### config.mk
export PLATFORM = sky130hd
export DESIGN_NAME = feature_cache_reader
export DESIGN_NICKNAME = d
export VERILOG_FILES = /design/src/rtl/feature_cache_reader.sv
export SDC_FILE = /design/constraint.sdc
export NUM_CORES = 1
export LEC_CHECK = 0
export CAP_MARGIN = 20
export CELL_PAD_IN_SITES_DETAIL_PLACEMENT = 0
export CELL_PAD_IN_SITES_GLOBAL_PLACEMENT = 2
export CORE_ASPECT_RATIO = 1.4
export CORE_UTILIZATION = 38
export CTS_CLUSTER_DIAMETER = 50
export DETAILED_ROUTE_END_ITERATION = 16
export PLACE_DENSITY_LB_ADDON = 0.1
export RECOVER_POWER = 50
export SYNTH_ARGS = -nofsm -noshare
export SYNTH_HDL_FRONTEND = slang
export SYNTH_SLANG_ARGS = --single-unit
### constraint.sdc
create_clock -name clk -period 6.4 [get_ports clk]
set_input_delay 1.28 -clock clk [delete_from_list [all_inputs] [get_ports clk]]
set_output_delay 1.28 -clock clk [all_outputs]
set_load 0.05 [all_outputs]
### src/rtl/feature_cache_reader.sv
// Purpose: read-side master for the feature cache. A start command walks a
// contiguous (wrapping) address range of the cache read port and streams the
// words out over a valid/ready interface with full backpressure.
// Ports:
//   clk, reset            clock, synchronous active-high reset
//   start, base_addr,     job command; base/count sampled when start is accepted
//   count
//   abort                 synchronous flush of the current job (no done pulse)
//   busy, done            job in progress / 1-cycle completion pulse
//   raddr, q              cache read port (q valid the cycle after raddr)
//   out_data, out_valid,  output stream, out_last marks the final word
//   out_ready, out_last
module feature_cache_reader #(
  parameter int unsigned ADDR_WIDTH = 10,
  parameter int unsigned WORD_SIZE  = 8,
  parameter int unsigned FIFO_DEPTH = 4
) (
  input  logic                  clk,
  input  logic                  reset,
  input  logic                  start,
  input  logic [ADDR_WIDTH-1:0] base_addr,
  input  logic [ADDR_WIDTH:0]   count,
  input  logic                  abort,
  output logic                  busy,
  output logic                  done,
  output logic [ADDR_WIDTH-1:0] raddr,
  input  logic [WORD_SIZE-1:0]  q,
  output logic [WORD_SIZE-1:0]  out_data,
  output logic                  out_valid,
  input  logic                  out_ready,
  output logic                  out_last
);

  localparam int unsigned PTR_W  = (FIFO_DEPTH > 1) ? $clog2(FIFO_DEPTH) : 1;
  localparam int unsigned CNT_W  = PTR_W + 1;
  localparam int unsigned RCNT_W = ADDR_WIDTH + 1;
  localparam int unsigned ENT_W  = WORD_SIZE + 1;

  localparam logic [1:0] S_IDLE  = 2'd0;
  localparam logic [1:0] S_READ  = 2'd1;
  localparam logic [1:0] S_DRAIN = 2'd2;
  localparam logic [1:0] S_DONE  = 2'd3;

  logic [1:0]            r_state;
  logic [1:0]            w_next_state;
  logic                  r_busy;
  logic                  r_done;
  logic [ADDR_WIDTH-1:0] r_raddr;
  logic [ADDR_WIDTH-1:0] r_next_addr;
  logic [RCNT_W-1:0]     r_remaining;
  logic                  r_inflight;
  logic                  r_inflight_last;
  logic [ENT_W-1:0]      r_mem [FIFO_DEPTH];
  logic [PTR_W-1:0]      r_wr_ptr;
  logic [PTR_W-1:0]      r_rd_ptr;
  logic [CNT_W-1:0]      r_cnt;

  logic                  w_pop;
  logic                  w_push;
  logic                  w_issue;
  logic                  w_last_issue;
  logic [CNT_W-1:0]      w_occ;
  logic [ENT_W-1:0]      w_head;

  // FIFO head drives the stream directly
  assign w_head    = r_mem[r_rd_ptr];
  assign out_valid = (r_cnt != '0);
  assign out_data  = w_head[WORD_SIZE-1:0];
  assign out_last  = out_valid & w_head[WORD_SIZE];
  assign busy      = r_busy;
  assign done      = r_done;

  assign w_pop  = out_valid & out_ready;
  assign w_push = r_inflight;

  // Occupancy the FIFO will have once the in-flight word lands, net of this cycle's pop
  assign w_occ = r_cnt + CNT_W'(r_inflight) - CNT_W'(w_pop);

  assign w_issue = (r_state == S_READ) && !reset && !abort &&
                   (r_remaining != '0) && (w_occ < CNT_W'(FIFO_DEPTH));
  assign w_last_issue = w_issue && (r_remaining == RCNT_W'(1));

  // Address is presented in the issue cycle so the RAM's own address register
  // captures it; between issues the last issued address is held.
  assign raddr = w_issue ? r_next_addr : r_raddr;

  // Next-state logic
  always_comb begin
    w_next_state = r_state;
    case (r_state)
      S_IDLE: begin
        if (start) begin
          w_next_state = (count == '0) ? S_DONE : S_READ;
        end
      end
      S_READ: begin
        if (w_last_issue) begin
          w_next_state = S_DRAIN;
        end
      end
      S_DRAIN: begin
        // Leave as the last word is accepted so done follows it by one cycle
        if (!r_inflight && ((r_cnt == '0) || ((r_cnt == CNT_W'(1)) && w_pop))) begin
          w_next_state = S_DONE;
        end
      end
      default: begin
        w_next_state = S_IDLE;
      end
    endcase
    if (abort) begin
      w_next_state = S_IDLE;
    end
  end

  // State register with registered status outputs
  always_ff @(posedge clk) begin
    if (reset) begin
      r_state <= S_IDLE;
      r_busy  <= 1'b0;
      r_done  <= 1'b0;
    end else begin
      r_state <= w_next_state;
      r_busy  <= (w_next_state != S_IDLE);
      r_done  <= (w_next_state == S_DONE);
    end
  end

  // Read issue, in-flight tracking and FIFO bookkeeping
  always_ff @(posedge clk) begin
    if (reset) begin
      r_raddr         <= '0;
      r_next_addr     <= '0;
      r_remaining     <= '0;
      r_inflight      <= 1'b0;
      r_inflight_last <= 1'b0;
      r_wr_ptr        <= '0;
      r_rd_ptr        <= '0;
      r_cnt           <= '0;
    end else if (abort) begin
      r_remaining     <= '0;
      r_inflight      <= 1'b0;
      r_inflight_last <= 1'b0;
      r_wr_ptr        <= '0;
      r_rd_ptr        <= '0;
      r_cnt           <= '0;
    end else begin
      if ((r_state == S_IDLE) && start) begin
        r_next_addr <= base_addr;
        r_remaining <= count;
      end
      r_inflight      <= w_issue;
      r_inflight_last <= w_last_issue;
      if (w_issue) begin
        r_raddr     <= r_next_addr;
        r_next_addr <= r_next_addr + ADDR_WIDTH'(1);
        r_remaining <= r_remaining - RCNT_W'(1);
      end
      if (w_push) begin
        r_wr_ptr <= r_wr_ptr + PTR_W'(1);
      end
      if (w_pop) begin
        r_rd_ptr <= r_rd_ptr + PTR_W'(1);
      end
      r_cnt <= r_cnt + CNT_W'(w_push) - CNT_W'(w_pop);
    end
  end

  // FIFO storage: returning read data tagged with its last-word flag
  always_ff @(posedge clk) begin
    if (w_push && !reset && !abort) begin
      r_mem[r_wr_ptr] <= {r_inflight_last, q};
    end
  end

endmodule

## Yosys cells after proc, flatten, opt, wreduce, memory -nomap -nowiden

Memories as Yosys holds them, arrays and structs flattened. A register that Yosys moved wholly into a read port is not among the register bits.
Index checks and enable logic that the tools add are counted.

| storage, ports and cells | value |
|---|---|
| register bits | 44 |
| bits in latches | 0 |
| RAM bits | 36 |
| memory bits (read-only) | 0 |
| input port bits | 34 |
| output and inout bits | 22 |
| word-level logic and storage cells | 65 |
| memories kept | 1 |

| cells by class | value |
|---|---|
| $add $sub $neg | 6 |
| multipliers | 0 |
| divide/modulo/power cells | 0 |
| magnitude comparators | 1 |
| eq/ne operators | 5 |
| shift operators | 0 |
| muxes and demuxes | 15 |
| bitwise gates (word level) | 3 |
| reduce and logical (&&, ||, !) cells | 23 |

Memories:

| memory | depth | width | rd ports | clocked after memory_dff | write ports | RTL line | source |
|---|---|---|---|---|---|---|---|
| r_mem | 4 | 9 | 1 | 1 | 1 | 53 | `logic [ENT_W-1:0] r_mem [FIFO_DEPTH];` |

Operator list:

| operator | number |
|---|---|
| 10-bit 2-to-1 mux | 3 |
| 11-bit 2-to-1 mux | 2 |
| 2-bit 2-to-1 mux | 7 |
| 11-bit by 1-bit == test with 1-bit output (second input constant) | 1 |
| 11-bit zero test | 1 |
| 11-bit nonzero test | 1 |
| 11-bit by 1-bit subtractor with 11-bit output (second input constant) | 1 |
| 10-bit by 1-bit adder with 10-bit output (second input constant) | 1 |
| 1-bit logical AND | 10 |
| 2-bit case mux with 3 select lines | 1 |
| 2-bit by 1-bit adder with 2-bit output (second input constant) | 2 |
| 2-bit == test (second input constant) | 2 |
| 2-bit nonzero test | 2 |
| 3-bit by 1-bit adder with 3-bit output | 1 |
| 3-bit by 1-bit == test with 1-bit output (second input constant) | 1 |
| 1-bit zero test | 3 |
| 3-bit zero test | 1 |
| 3-bit < comparator (second input constant) | 1 |
| 3-bit nonzero test | 1 |
| 3-bit by 1-bit subtractor with 3-bit output | 1 |
| 1-bit bitwise AND | 2 |
| 2-bit by 1-bit == test with 1-bit output (second input constant) | 1 |
| 2-bit zero test | 1 |
| 1-bit 2-to-1 mux | 2 |
| other kinds (4) | 4 |

## Depth between registers and ports, before layout

| depth | value |
|---|---|
| depth in word-level cells | 10 |
| depth in mapped cells | 14 |

## Least setup slack after synthesis

No wires, ideal clock.

| path | value |
|---|---|
| path kind | input-to-output |
| from | in out_ready |
| to | out raddr[0] |
| arrival | 4.094 ns |
| data required time | 5.120 ns |
| setup slack | 1.026 ns |
| cell stages on the path | 11 |
| buffers on the path | 2 |
| cell sequence | and2_1 ha_1 inv_1 ha_1 fa_1 xor3_1 and3_1 buf_2 nand2_4 buf_6 o21ai_0 |

| between the ends | value |
|---|---|
| longest elaborated chain between the ends | 5 |

RTL lines:

| element | RTL line | source |
|---|---|---|
| from (decl) | 30 | `input logic out_ready,` |
| 1-bit bitwise AND | 73 | `assign w_pop = out_valid & out_ready;` |
| 3-bit by 1-bit subtractor with 3-bit output | 77 | `assign w_occ = r_cnt + CNT_W'(r_inflight) - CNT_W'(w_pop);` |
| 3-bit < comparator | 80 | `(r_remaining != '0) && (w_occ < CNT_W'(FIFO_DEPTH));` |
| 1-bit logical AND | 80 |  |
| 10-bit 2-to-1 mux | - |  |
| to (decl) | 26 | `output logic [ADDR_WIDTH-1:0] raddr,` |

No other way between the ends.

## Worst setup path after layout

| path | value |
|---|---|
| from | in out_ready |
| to | out raddr[7] |

| between the ends | value |
|---|---|
| longest elaborated chain between the ends | 5 |

RTL lines:

| element | RTL line | source |
|---|---|---|
| 1-bit bitwise AND | 73 |  |
| net w_pop | 58 | `logic w_pop;` |
| 3-bit by 1-bit subtractor with 3-bit output | 77 |  |
| 3-bit < comparator | 80 |  |
| 1-bit logical AND | 80 |  |
| 10-bit 2-to-1 mux | - |  |

The timed path passes the listed nets, and every way through them passes these cells.

==> metrics.md <==
| Metric | Value |
|---|---|
| Initial DRT Pass Iterations | `4` |
| Synth unique cells | `56` |
| Placed cell area | `4320 sq um` |
| WS Path Type | `input pin to output port` |
| Largest net degree at the start of global routing | `23` |
| Clk slew on worst S/H paths | `0.06 ns` |
| Pwr dens | `256 nW/um^2` |
| Sw Ratio | `0.229` |
| Filler cells | `873` |
| CTS tree | `built` |
| Design Power | `1.18 mW` |
| Switching pwr | `271 uW` |
| Worst-path maximum fanout | `12` |
| First-pass GRT wire length | `13.3 mm` |
| Async set or reset register ratio after synthesis | `0` |
| R2r setup slk | `2.81 ns` |
| Die area | `10100 sq um` |
| Cts repair resizes | `0` |
| YS warnings | `0` |
| DIE WIDTH | `85.1 um` |
| Worst-Margin Slew | `1.25 ns` |
| HPWL after detailed placement | `5.69 mm` |
| Status | `complete, no violations` |
| Static Leak | `1.62 nW` |
| Layout cell share with drive strength beyond 1 | `0.126` |
| Setup-failing EPs final | `0` |
| Commonest cells after routing, fill and taps aside | `46 x dfxtp_1, 42 x clkdlybuf4s50_1, 36 x edfxtp_1` |
| H-tree levels | `3` |
| Final instance area | `4620 sq um` |
| Worst min path class | `flop to flop` |
| Mapped Cells | `320` |
| Clock Skews | `0.00645 ns` |
| Vias in the first global route | `2655` |
| Mapped cell area | `3670 sq um` |
| TritonCTS Buffers | `9` |
| Via count | `2584` |
| Sequential Power Share | `0.474` |
| Clock Sinks | `82` |
| Final period util | `0.945` |
| Maximum vdd drop | `0.000132 V` |
| Endpoints failing hold | `0` |
| Rel. slew slack | `0.167` |
| Yosys reg bits | `82` |
| Tmin final | `6.05 ns` |
| GR Overflow Total | `0` |
| Fin nets | `419` |
| Row cnt | `42` |
| Final Routed Wirelength | `8.05 mm` |
| Post-synth EDFFs | `36` |
| Placer Congestion | `0.770` |
| Port bufs | `55` |
| RSZ-0062 raised after global routing | `no` |
| Setup bufs post-CTS | `0` |
| Sequential share of the synthesized area | `0.546` |
| DRT iter0 DRCs | `92` |
| CTS max path bufs | `2` |
| Max Cap Viol | `0` |
| Core area | `9410 sq um` |
| Slew Limit Fails | `0` |
| Logic pwr share | `0.079` |
| Vias per cell | `5.27` |
| Worst Path Arrival | `4.77 ns` |
| Clock power frac | `0.446` |
| Int Pwr | `911 uW` |
| # DRC | `0` |
| Overall global routing resource usage | `0.173` |
| DR WL/cell | `16.4 um` |
| Ports | `56` |
| Die Ht | `118 um` |
| Antenna cell count | `0` |
| Maximum operating frequency | `0.165 GHz` |
| Setup crit end kind | `output port` |
| Clock latency at the later pin of the worst-skew pair | `0.34 ns` |
| Syn Area/Cell | `11.5 sq um` |
| Startpoint types | `input pin` |
| Most common cell after layout, fill and taps aside | `dfxtp_1` |
| Hold Buf Count CTS | `0` |
| Setup_tns | `0 ns` |
| Synth Flop Type | `dfxtp_1` |
| Effective utilization at floorplan | `0.390` |
| Antenna viol nets, final | `0` |
| Area Growth Syn to Fin | `25.8%` |
| Initial antenna violation count | `0` |
| Worst endpoint required time | `5.12 ns` |
| Mapped Nets | `364` |
| CTS Root Cell | `clkbuf_16` |
-- synth_stat cells, drive strengths merged, types with 10 or more instances --
cell,instances,share of area
nor3,12,0.018
edfxtp,36,0.29
nand2,17,0.019
clkbuf,11,0.011
o21ai,13,0.018
mux2,11,0.034
a21oi,17,0.023
nand3,10,0.014
nor2,18,0.018
inv,17,0.017
nor2b,12,0.020
dfxtp,46,0.25
-- per-layer routing --
metal  up-vias  global-route usage  share of wire  wire length [um]
met5         -                   0              0                 0
met4         0              0.0794          0.018               144
met3        12              0.0230          0.033               263
met2        53               0.309           0.52              4210
met1      1227               0.203           0.43              3430
li1       1292                   -              -                 -
-- area by class of cell --
cell class / count / area (sq um) / area share
clock buffers: 10 / 239 / 0.0517
repair buffers: 61 / 586 / 0.127
clock inverters: 6 / 71.3 / 0.0154
flip-flops and latches: 82 / 2000 / 0.433
inverters: 17 / 63.8 / 0.0138
multi-input cells: 204 / 1520 / 0.329
well taps: 110 / 138 / 0.0298
-- logic make-up (layout without fill, tap and decap cells) --
group                    Yosys count  after routing  share of synthesized area
AND/OR/NAND/NOR                  109            109                      0.166
flip-flops                        82             82                      0.546
AO/OA/AOI/OAI                     59             59                      0.104
buffers and inverters             34             94                     0.0406
multiplexers                      22             22                     0.0944
adder cells (fa/ha/maj)           10             10                     0.0361
XOR/XNOR                           4              4                     0.0136
-- flip-flops by register name (all words and copies together), names as in the netlist, named ones only --
signal,cells
busy,1
r_wr_ptr,2
done,1
r_inflight,1
r_state,2
r_rd_ptr,2
r_remaining,11
r_cnt,3
r_next_addr,10
r_raddr,10
r_mem,36
r_inflight_last,1
-- power by group through the flow --
stage | logic (mW) | registers, mW | clock network [mW]
floorplan | 0.0555 | 0.571 | 0
global placement | 0.0967 | 0.572 | 0
detailed placement | 0.0963 | 0.572 | 0
CTS | 0.0967 | 0.561 | 0.542
global route | 0.104 | 0.561 | 0.558
finish | 0.0937 | 0.560 | 0.528
-- stage by stage --
step                hold slack [ns]  utilization  std cells  setup slack, ns
floorplan                     0.438            -        320             1.03
global placement              0.449        0.459        474            0.437
detailed placement            0.471        0.459        474            0.378
CTS                           0.488        0.492        490            0.364
global route                  0.502        0.491        490            0.108
finish                        0.485        0.491        490            0.351
-- worst paths after layout --
| check | endpoint | depth (start not counted) | from |
|---|---|---|---|
| worst max register to register | r_remaining[9]$_SDFFE_PP0N_ | 12 | r_cnt[2]$_SDFF_PP0_ |
| worst max-delay path | raddr[7] | 12 | out_ready |
| worst min-delay path | r_remaining[1]$_SDFFE_PP0N_ | 2 | r_remaining[1]$_SDFFE_PP0N_ |
| worst min register to register | r_remaining[1]$_SDFFE_PP0N_ | 2 | r_remaining[1]$_SDFFE_PP0N_ |
-- critical path, stage by stage --
cell	delay, ns
clkdlybuf4s50_1	0.42
and2_0	0.20
ha_1	0.29
inv_1	0.04
ha_1	0.18
fa_1	0.38
xor3_1	0.24
and3_1	0.35
nand2_4	0.17
inv_2	0.16
mux2_2	0.36
clkdlybuf4s50_1	0.70
Note: power is estimated with default switching activity, not from simulation.
